==> config.mk <==
export PLATFORM = sky130hd
export DESIGN_NAME = bus_transfer_sequencer
export DESIGN_NICKNAME = d
export VERILOG_FILES = /design/src/rtl/bus_transfer_sequencer.sv
export SDC_FILE = /design/constraint.sdc
export NUM_CORES = 1
export LEC_CHECK = 0
export ABC_AREA = 1
export CAP_MARGIN = 15
export CORE_UTILIZATION = 48
export DETAILED_ROUTE_END_ITERATION = 10
export PLACE_DENSITY = 0.89
export SLEW_MARGIN = 0
export SYNTH_ARGS = -nofsm -noshare
export SYNTH_HDL_FRONTEND = slang
export SYNTH_SLANG_ARGS = --single-unit
==> constraint.sdc <==
create_clock -name clk -period 3.34 [get_ports clk]
set_clock_uncertainty 0.15 [all_clocks]
set_input_delay 1.002 -clock clk [delete_from_list [all_inputs] [get_ports clk]]
set_output_delay 1.002 -clock clk [all_outputs]
set_load 0.05 [all_outputs]
==> src/rtl/bus_transfer_sequencer.sv <==
// Purpose: initiator of the shared register bus; turns (src,dst) transfer requests into one-hot en/set strobes.
// Latency: handshake in cycle 0 -> en_o cycles 1-3, set_o cycle 2, done in cycle 4 (3-cycle cadence when queued).
// Backpressure: req_ready only in IDLE; with BUS_XFER_FIFO_EN a 2-entry queue accepts while not full.
//
// Ports:
//   clk, rst_n            clock, asynchronous active-low reset
//   req_valid/req_ready   request handshake; req_src/req_dst are register indices
//   en_o, set_o           one-hot bus drive enables / load strobes (registered)
//   bus_i                 wired-OR bus value, captured into xfer_data at the end of the set cycle
//   done, err             one-cycle completion / rejection pulses
//   busy                  FSM is not IDLE
//
// Optional feature: define BUS_XFER_FIFO_EN to add a 2-entry request queue ahead
// of the FSM, letting a queued transfer start straight out of HOLD.
module bus_transfer_sequencer #(
  parameter int WIDTH = 16,
  parameter int NREG  = 8
) (
  input  logic                    clk,
  input  logic                    rst_n,
  input  logic                    req_valid,
  output logic                    req_ready,
  input  logic [$clog2(NREG)-1:0] req_src,
  input  logic [$clog2(NREG)-1:0] req_dst,
  output logic [NREG-1:0]         en_o,
  output logic [NREG-1:0]         set_o,
  input  logic [WIDTH-1:0]        bus_i,
  output logic [WIDTH-1:0]        xfer_data,
  output logic                    done,
  output logic                    err,
  output logic                    busy
);

  localparam int IDX_W = $clog2(NREG);
  localparam logic [NREG-1:0] ONE = NREG'(1);

  typedef enum logic [1:0] {IDLE, SETUP, STROBE, HOLD} state_t;

  state_t           state;
  logic [IDX_W-1:0] dst_q;

  logic             hs;
  logic             req_ok;
  logic             bad_hs;
  logic             take;      // launch a transfer on this edge
  logic [IDX_W-1:0] nxt_src;
  logic [IDX_W-1:0] nxt_dst;
  logic [1:0]       err_pend;
  logic [1:0]       pend_sum;

  assign hs     = req_valid & req_ready;
  // Index range checks are done on 32-bit values so that a non-power-of-two
  // NREG rejects out-of-range indices that still fit in IDX_W bits.
  assign req_ok = (32'(req_src) < 32'(NREG)) && (32'(req_dst) < 32'(NREG)) &&
                  (req_src != req_dst);
  assign bad_hs = hs & ~req_ok;
  assign busy   = (state != IDLE);

`ifdef BUS_XFER_FIFO_EN
  logic [IDX_W-1:0] q_src [2];
  logic [IDX_W-1:0] q_dst [2];
  logic             rd_ptr;
  logic             wr_ptr;
  logic [1:0]       q_cnt;
  logic             push;

  // The FSM drains the queue both from IDLE and straight out of HOLD.
  assign take      = (q_cnt != 2'd0) && ((state == IDLE) || (state == HOLD));
  // A full queue still accepts when an entry leaves in the same cycle.
  assign req_ready = (q_cnt != 2'd2) || take;
  assign push      = hs & req_ok;
  assign nxt_src   = q_src[rd_ptr];
  assign nxt_dst   = q_dst[rd_ptr];

  always_ff @(posedge clk or negedge rst_n) begin
    if (!rst_n) begin
      rd_ptr <= 1'b0;
      wr_ptr <= 1'b0;
      q_cnt  <= 2'd0;
    end else begin
      if (push) wr_ptr <= ~wr_ptr;
      if (take) rd_ptr <= ~rd_ptr;
      q_cnt <= q_cnt + {1'b0, push} - {1'b0, take};
    end
  end

  always_ff @(posedge clk) begin
    if (push) begin
      q_src[wr_ptr] <= req_src;
      q_dst[wr_ptr] <= req_dst;
    end
  end
`else
  assign req_ready = (state == IDLE);
  assign take      = hs & req_ok;
  assign nxt_src   = req_src;
  assign nxt_dst   = req_dst;
`endif

  // Rejections are counted so that one landing on the cycle a done pulse is
  // due is issued a cycle later instead of colliding with done.
  always_comb begin
    pend_sum = err_pend + {1'b0, bad_hs};
  end

  always_ff @(posedge clk or negedge rst_n) begin
    if (!rst_n) begin
      state     <= IDLE;
      dst_q     <= '0;
      en_o      <= '0;
      set_o     <= '0;
      xfer_data <= '0;
      done      <= 1'b0;
      err       <= 1'b0;
      err_pend  <= 2'd0;
    end else begin
      done <= 1'b0;

      if ((state == HOLD) || (pend_sum == 2'd0)) begin
        err      <= 1'b0;
        err_pend <= pend_sum;
      end else begin
        err      <= 1'b1;
        err_pend <= pend_sum - 2'd1;
      end

      case (state)
        IDLE: begin
          if (take) begin
            state <= SETUP;
            dst_q <= nxt_dst;
            en_o  <= ONE << nxt_src;
          end
        end
        SETUP: begin
          state <= STROBE;
          set_o <= ONE << dst_q;
        end
        STROBE: begin
          // set_o falls while en_o keeps the bus driven for the hold cycle.
          state     <= HOLD;
          set_o     <= '0;
          xfer_data <= bus_i;
        end
        HOLD: begin
          done <= 1'b1;
          if (take) begin
            state <= SETUP;
            dst_q <= nxt_dst;
            en_o  <= ONE << nxt_src;
          end else begin
            state <= IDLE;
            en_o  <= '0;
          end
        end
        default: begin
          state <= IDLE;
          en_o  <= '0;
          set_o <= '0;
        end
      endcase
    end
  end

endmodule
==> results.md, run 1 <==
* Max Cap Viol at 0
* CTS buffer count at 5
* Yosys warnings at 0
* Initial antenna violation count at 0
* Post-route DRC violation count at 0
* Initial Utilization at 49.7%
* Status: completed
* Synthesis-to-layout area growth at 41.1%
* Placed cells at a little over 300
* Final Non-Filler Cells at ~320
* Compound-cell area share of the yosys netlist at 2.20%
* Total wire length at between 3000 and 4000 um
* CP required at 2.19 ns
* CP startpoint kind: flop
* Row count at 22
* Rel. slew slack at 42.2%
* Part of the cycle the worst path needs at between 90 and 100%
* Final Hold Fails at 0
* Flip-flop and latch count after synthesis at 41
* Mux cell area share after synthesis at 0.550%
* Die X-Extent at 63.6 um
* Post-synthesis adder-cell area fraction at 4.13%
* Worst-Skew Late Latency at 0.29 ns
* Hold Worst Slack at 0.322 ns
* Synth unique cells at 23
* Number of I/O port buffers at 60
* Crit. End Element: primary output
* Die Height at 63.6 um
* Post-Synth XOR/XNOR Area at 1.86%
* Final nets at 301
* Cts hold-fix bufs at 0
* Setup Viol. Count Final at 0
* IO Count at 61
* Critical path class: reg -> out
* Layout Utilization at a little over two thirds
* Syn avg cell area at 8.79 um2
* Clk network pwr share at approximately 14%
* Gr usage total at 21.4%
* Core box area at 3660 um2
* Iter 0 DRT Violations at 86
* Post-route antenna net violation count at 0
* Worst setup margin at 0.194 ns
* DR vias at approximately 1500
* Via density at 4.85
* H-tree Lvls at 2
* Netlist Area Pre-Place at approximately 1800 um2
* Setup TNS Final at 0 ns
* Synth Area in Simple Gates at 30.0%
* Clock Path Buffers at 2
* Vias in the first global route at 1496
* NetSw at about 1.4 mW
* Largest family of logic cells by synthesized area: simple AND/OR/NAND/NOR gates
* Syn Nets at approximately 240
* Setup Fix Bufs, Post-CTS at 0
* Gp weighted congestion at approximately 0.89
* Sequential element share of the synthesized area at 56.4%
* CP max FO at 6
* Leak pwr at 1.29 nW
* Fmax at 318 MHz
* Ys flop type: dfrtp_1
* Detail Placement HPWL at roughly 2700 um
* Largest net degree at the start of global routing at 42
* CTS tree: done
* DRT Pass-1 Iters at 4
* Power per cell area at 1140 nW/um2
* Worst-Margin Slew at between 0.8 and 0.9 ns
* WL per Instance at 12.1 um
* Combinational Power Share at 57.5%
* Internal Power at 1.49 mW
* Final Max Slew Viols at 0
* Clk sink count at 41
* Tmin final at roughly 3.1 ns
* # diodes at 0
* CTS root buf: clkbuf_8
* Peak VDD IR at roughly 450 uV
* Crit path DAT at 1.99 ns
* Reg clk slew, reported paths at around 0.07 ns
* Seq pwr share at around 29%
* RSZ-0062 raised after global routing: false
* Total congestion overflow at 0
* Post-Syn Instances at 207
* CTS resizes at 0
* Switching Fraction at 49.0%
* Layout cell share with drive strength beyond 1 at 7.75%
* First-pass GRT wire length at 6610 um
* Worst Hold Class: reg -> reg
* Die area at approximately 4000 um2
* Post-synth EDFFs at 0
* Pre-CTS setup slack at 0.184 ns
* Ys async rst share at 100%
==> metrics by stage <==
| stage | power [mW] | area, um2 |
|---|---|---|
| finish | 2.92 | 2570 |
| global route | 3.11 | 2570 |
| CTS | 2.94 | 2570 |
| detailed placement | 2.53 | 2450 |
| global placement | 2.48 | 2450 |
| floorplan | 1.99 | 1820 |
==> sequential cells by signal, summed over array words and instances, names as in the netlist <==
name,cells
err_pend,2
set_o,8
err,1
en_o,8
xfer_data,16
dst_q,3
done,1
state,2
==> Yosys cell counts (2+ instances only) <==
library cell	instances	area share, %
inv_2	4	0.83
ha_1	6	4.1
nand4_1	3	1.0
inv_1	10	2.1
nand3_2	2	1.1
nand2_2	2	0.69
clkbuf_1	2	0.41
nand2_1	97	20
nand3_1	10	2.8
buf_2	2	0.55
dfrtp_1	41	56
o21ai_0	8	2.2
nor2_1	10	2.1
==> final cells by class <==
class,instances,area [um2]
clock buffers,7,86.3
clock inverters,1,30.0
fillers,270,1090
inverters,15,56.3
multi-input cells,146,704
flip-flops and latches,41,1030
well taps,48,60.1
repair buffers,61,603
==> path summary, 6_finish.rpt <==
kind	to	cells past startpoint	startpoint	slack (ns)
worst max-delay path	busy	4	state[0]	0.19
worst min-delay path	xfer_data[5]	2	xfer_data[5]	0.32
worst max register to register	err_pend[1]	9	state[0]	1.05
worst min register to register	xfer_data[5]	2	xfer_data[5]	0.32
max in group asynchronous	xfer_data[12]	1	rst_n	1.83
min in group asynchronous	xfer_data[2]	1	rst_n	0.68
==> power groups by stage <==
stage	clock network, mW	logic (mW)	registers, mW
3_3_place_gp	0	1.65	0.835
2_1_floorplan	0	0.548	1.44
4_1_cts	0.412	1.69	0.838
5_1_grt	0.434	1.80	0.866
3_5_place_dp	0	1.68	0.844
6_report	0.404	1.68	0.838
==> cells in the final DEF (no fill, tap or decap), drive strengths merged, types with 2 or more instances in the layout <==
cell,synthesis,final
o21ai,8,8
nand3,13,13
dfrtp,41,41
nand2,100,100
clkbuf,2,7
clkdlybuf4s50,0,59
ha,6,6
xnor2,2,2
nand4,3,3
inv,14,14
buf,3,2
nor2,10,10
==> worst max-delay path, cell delays in order, from the launching register on <==
cell and delay (ns):
dfrtp_1 0.39, inv_1 0.10, ha_1 0.30, inv_1 0.11
clkdlybuf4s50_1 0.81
==> metal layers <==
metal  GRT usage, %  vias up  wire length, um
li1               -      766                -
met1           24.8      715             1590
met2           37.2       57             1940
met3           6.52       10              266
met4           7.39        0               73
met5              0        -                0
==> cells by family (layout without fill, tap and decap cells) <==
group,after synthesis,after routing
AO/OA/AOI/OAI,8,8
XOR/XNOR,3,3
adder cells (fa/ha/maj),6,6
buffers and inverters,20,84
flip-flops,41,41
multiplexers,1,1
AND/OR/NAND/NOR,128,128
No activity file was read; power rests on OpenSTA's default activity.
==> inputs of run 2 (changes only) <==
SLEW_MARGIN = 20   (was 0)
==> results of run 2 <==
The final DEF is identical to that of run 1; final timing and power are the same.
==> inputs of run 3 (changes only) <==
CORE_MARGIN = 3   (was default)
==> run 3 against run 2 <==
  * Total power up 2.6%
  * Highest routed layer unchanged
  * Utilization up 3.8 points
  * Clock-buffer cell count down 2
  * Critical path type unchanged
  * First-iteration DRC count up 47%
  * Routed wire length up 5.5%
  * Die area up 13%
  * Hold slack better by 0.0017 ns
==> results.md, run 3 (synthesized netlist as in run 1, its figures left out) <==
* Synthesis-to-layout area growth at 41.9%
* CTS root buf: clkbuf_8
* H-tree Lvls at 2 (unchanged)
* Max reg flops at 16 (unchanged)
* WL per Instance at 12.9 um (+6.2%)
* GRT busiest layer: met2
* Gr usage total at 20.2% (-1.2 points)
* Final Max Slew Viols at 0 (unchanged)
* CP max FO at 6 (unchanged)
* Detail Placement HPWL at 2970 um (+8.7%)
* Switching Fraction at 48.5% (-0.47 points)
* Worst-Margin Slew at 0.903 ns (+0.0349 ns)
* Gp weighted congestion at 0.880 (-1.1%)
* Reg clk slew, reported paths at 0.08 ns (about the same)
* Layout cell share with drive strength beyond 1 at 8.12% (+0.37 points)
* Vias in the first global route at 1510 (+0.94%)
* CP required at 2.19 ns (about the same)
* Final nets at 301 (unchanged)
* Setup TNS Final at 0 ns (unchanged)
* Largest net degree at the start of global routing at 42 (unchanged)
* Clock Path Buffers at 2 (unchanged)
* CP peak stage delay at 0.80 ns (about the same)
* Die Height at 67.6 um (+6.3%)
* Crit path DAT at 2.00 ns (about the same)
* Iter 0 DRT Violations at 126 (+47%)
* Worst-Skew Late Latency at 0.30 ns (about the same)
* Total congestion overflow at 0 (unchanged)
* Cts hold-fix bufs at 0 (unchanged)
* M3 GR Usage at 6.66% (+0.13 points)
* Most common cell on crit path: inv_1
* Die X-Extent at 67.6 um (+6.3%)
* Clk network pwr share at 15.7% (+1.9 points)
* Registers with the most flip-flops: xfer_data (16), en_o (8), set_o (8)
* Leading cell type in the layout, fill and taps excluded: nand2_1
* Final Hold Fails at 0 (unchanged)
* Setup Viol. Count Final at 0 (unchanged)
* Setup Fix Bufs, Post-CTS at 0 (unchanged)
* Tmin final at 3.15 ns (+0.00481 ns)
* Max Cap Viol at 0 (unchanged)
* Biggest register: xfer_data
* # diodes at 0 (unchanged)
* Combinational Power Share at 56.5% (-1.0 points)
* RSZ-0062 raised after global routing: false
* Part of the cycle the worst path needs at 94.4% (+0.14 points)
* Post-route antenna net violation count at 0 (unchanged)
* Clk sink count at 41 (unchanged)
* NetSw at 1.45 mW (+1.6%)
* Worst Hold Class: reg -> reg
* Area of the multi-input gates at 704 um2 (unchanged)
* Fillers at 263 (-2.6%)
* First-pass GRT wire length at 6750 um (+2.1%)
* Total wire length at 4080 um (+5.5%)
* Internal Power at 1.54 mW (+3.6%)
* DR vias at 1541 (-0.45%)
* Slowest CP cell: clkdlybuf4s50_1
* DRT Pass-1 Iters at 4 (unchanged)
* Seq pwr share at 27.8% (-0.9 points)
* Post-route DRC violation count at 0 (unchanged)
* Final Non-Filler Cells at 317 (-0.63%)
* Die area at 4570 um2 (+13%)
* Placed cells at 309 (-0.64%)
* Worst path cell trace: inv_1, ha_1, inv_1, clkdlybuf4s50_1
* Initial antenna violation count at 0 (unchanged)
* GR Layer Usage met1 at 24.4% (-0.39 points)
* Leak pwr at 1.30 nW (+0.75%)
* CTS tree: done
* Crit. End Element: primary output
* CTS resizes at 0 (unchanged)
* Power per cell area at 1160 nW/um2 (+2.0%)
* Rel. slew slack at 39.8% (-2.3 points)
* Row count at 21 (-4.5%)
* Number of I/O port buffers at 60 (unchanged)
* Fmax at 317 MHz (-0.15%)
* Layout Utilization at 73.9% (+3.8 points)
* Register Area at 1030 um2 (unchanged)
* CP startpoint kind: flop
* Peak VDD IR at 537 uV (+19%)
* IO Count at 61 (unchanged)
* GRT met2 Usage at 33.2% (-4.1 points)
* Critical path class: reg -> out
* Core box area at 3490 um2 (-4.5%)
* Initial Utilization at 52.1% (+2.4 points)
* Most frequent cells in the layout: nand2_1 (97), clkdlybuf4s50_1 (59), dfrtp_1 (41)
* Status: completed
* Hold Worst Slack at 0.324 ns (+0.00170 ns)
* CTS buffer count at 5 (unchanged)
* Via density at 4.86 (+0.18%)
-- run 3: layer usage --
metal  routed length [um]  part of all wire [%]  vias up
met2                 2020                    50       44
met5                    0                     0        -
met3                  243                   6.0        6
li1                     -                     -      765
met1                 1730                    42      726
met4                   77                   1.9        0
-- run 3: worst paths after layout --
kind                               from            to  slack (ns)  cells after the start
setup reg to reg               state[0]   err_pend[1]        1.07                      9
min in group asynchronous         rst_n  xfer_data[9]        0.68                      1
hold reg to reg            xfer_data[6]  xfer_data[6]        0.32                      2
hold / removal             xfer_data[6]  xfer_data[6]        0.32                      2
max in group asynchronous         rst_n      set_o[2]        1.80                      1
setup / recovery               state[0]          busy        0.19                      4
-- run 3: final cells by class --
type                    instances  share of cell area, %
clock buffers                   5                   2.67
clock inverters                 3                   2.52
inverters                      15                   2.18
multi-input cells             146                   27.3
flip-flops and latches         41                   39.7
well taps                      46                   2.23
repair buffers                 61                   23.4
-- run 3: through the flow --
step	cell area, um2	power, mW	worst slack, ns
3_5_place_dp	2450	2.54	0.142
3_3_place_gp	2450	2.49	0.271
6_report	2580	3.00	0.189
5_1_grt	2580	3.18	0.0599
2_1_floorplan	1820	1.99	0.729
4_1_cts	2580	3.02	0.164
-- run 3: critical path: cells and delay by family, from the launching register on --
family / cells / cell delay [ns]
adder cells (fa/ha/maj): 1 / 0.30
flip-flops: 1 / 0.40
buffers and inverters: 3 / 1.00
-- run 3: power groups by stage --
stage,combinational [mW],sequential [mW],clock (mW)
2_1_floorplan,0.548,1.44,0
3_3_place_gp,1.66,0.833,0
3_5_place_dp,1.70,0.841,0
4_1_cts,1.71,0.832,0.483
5_1_grt,1.83,0.858,0.497
6_report,1.69,0.832,0.471
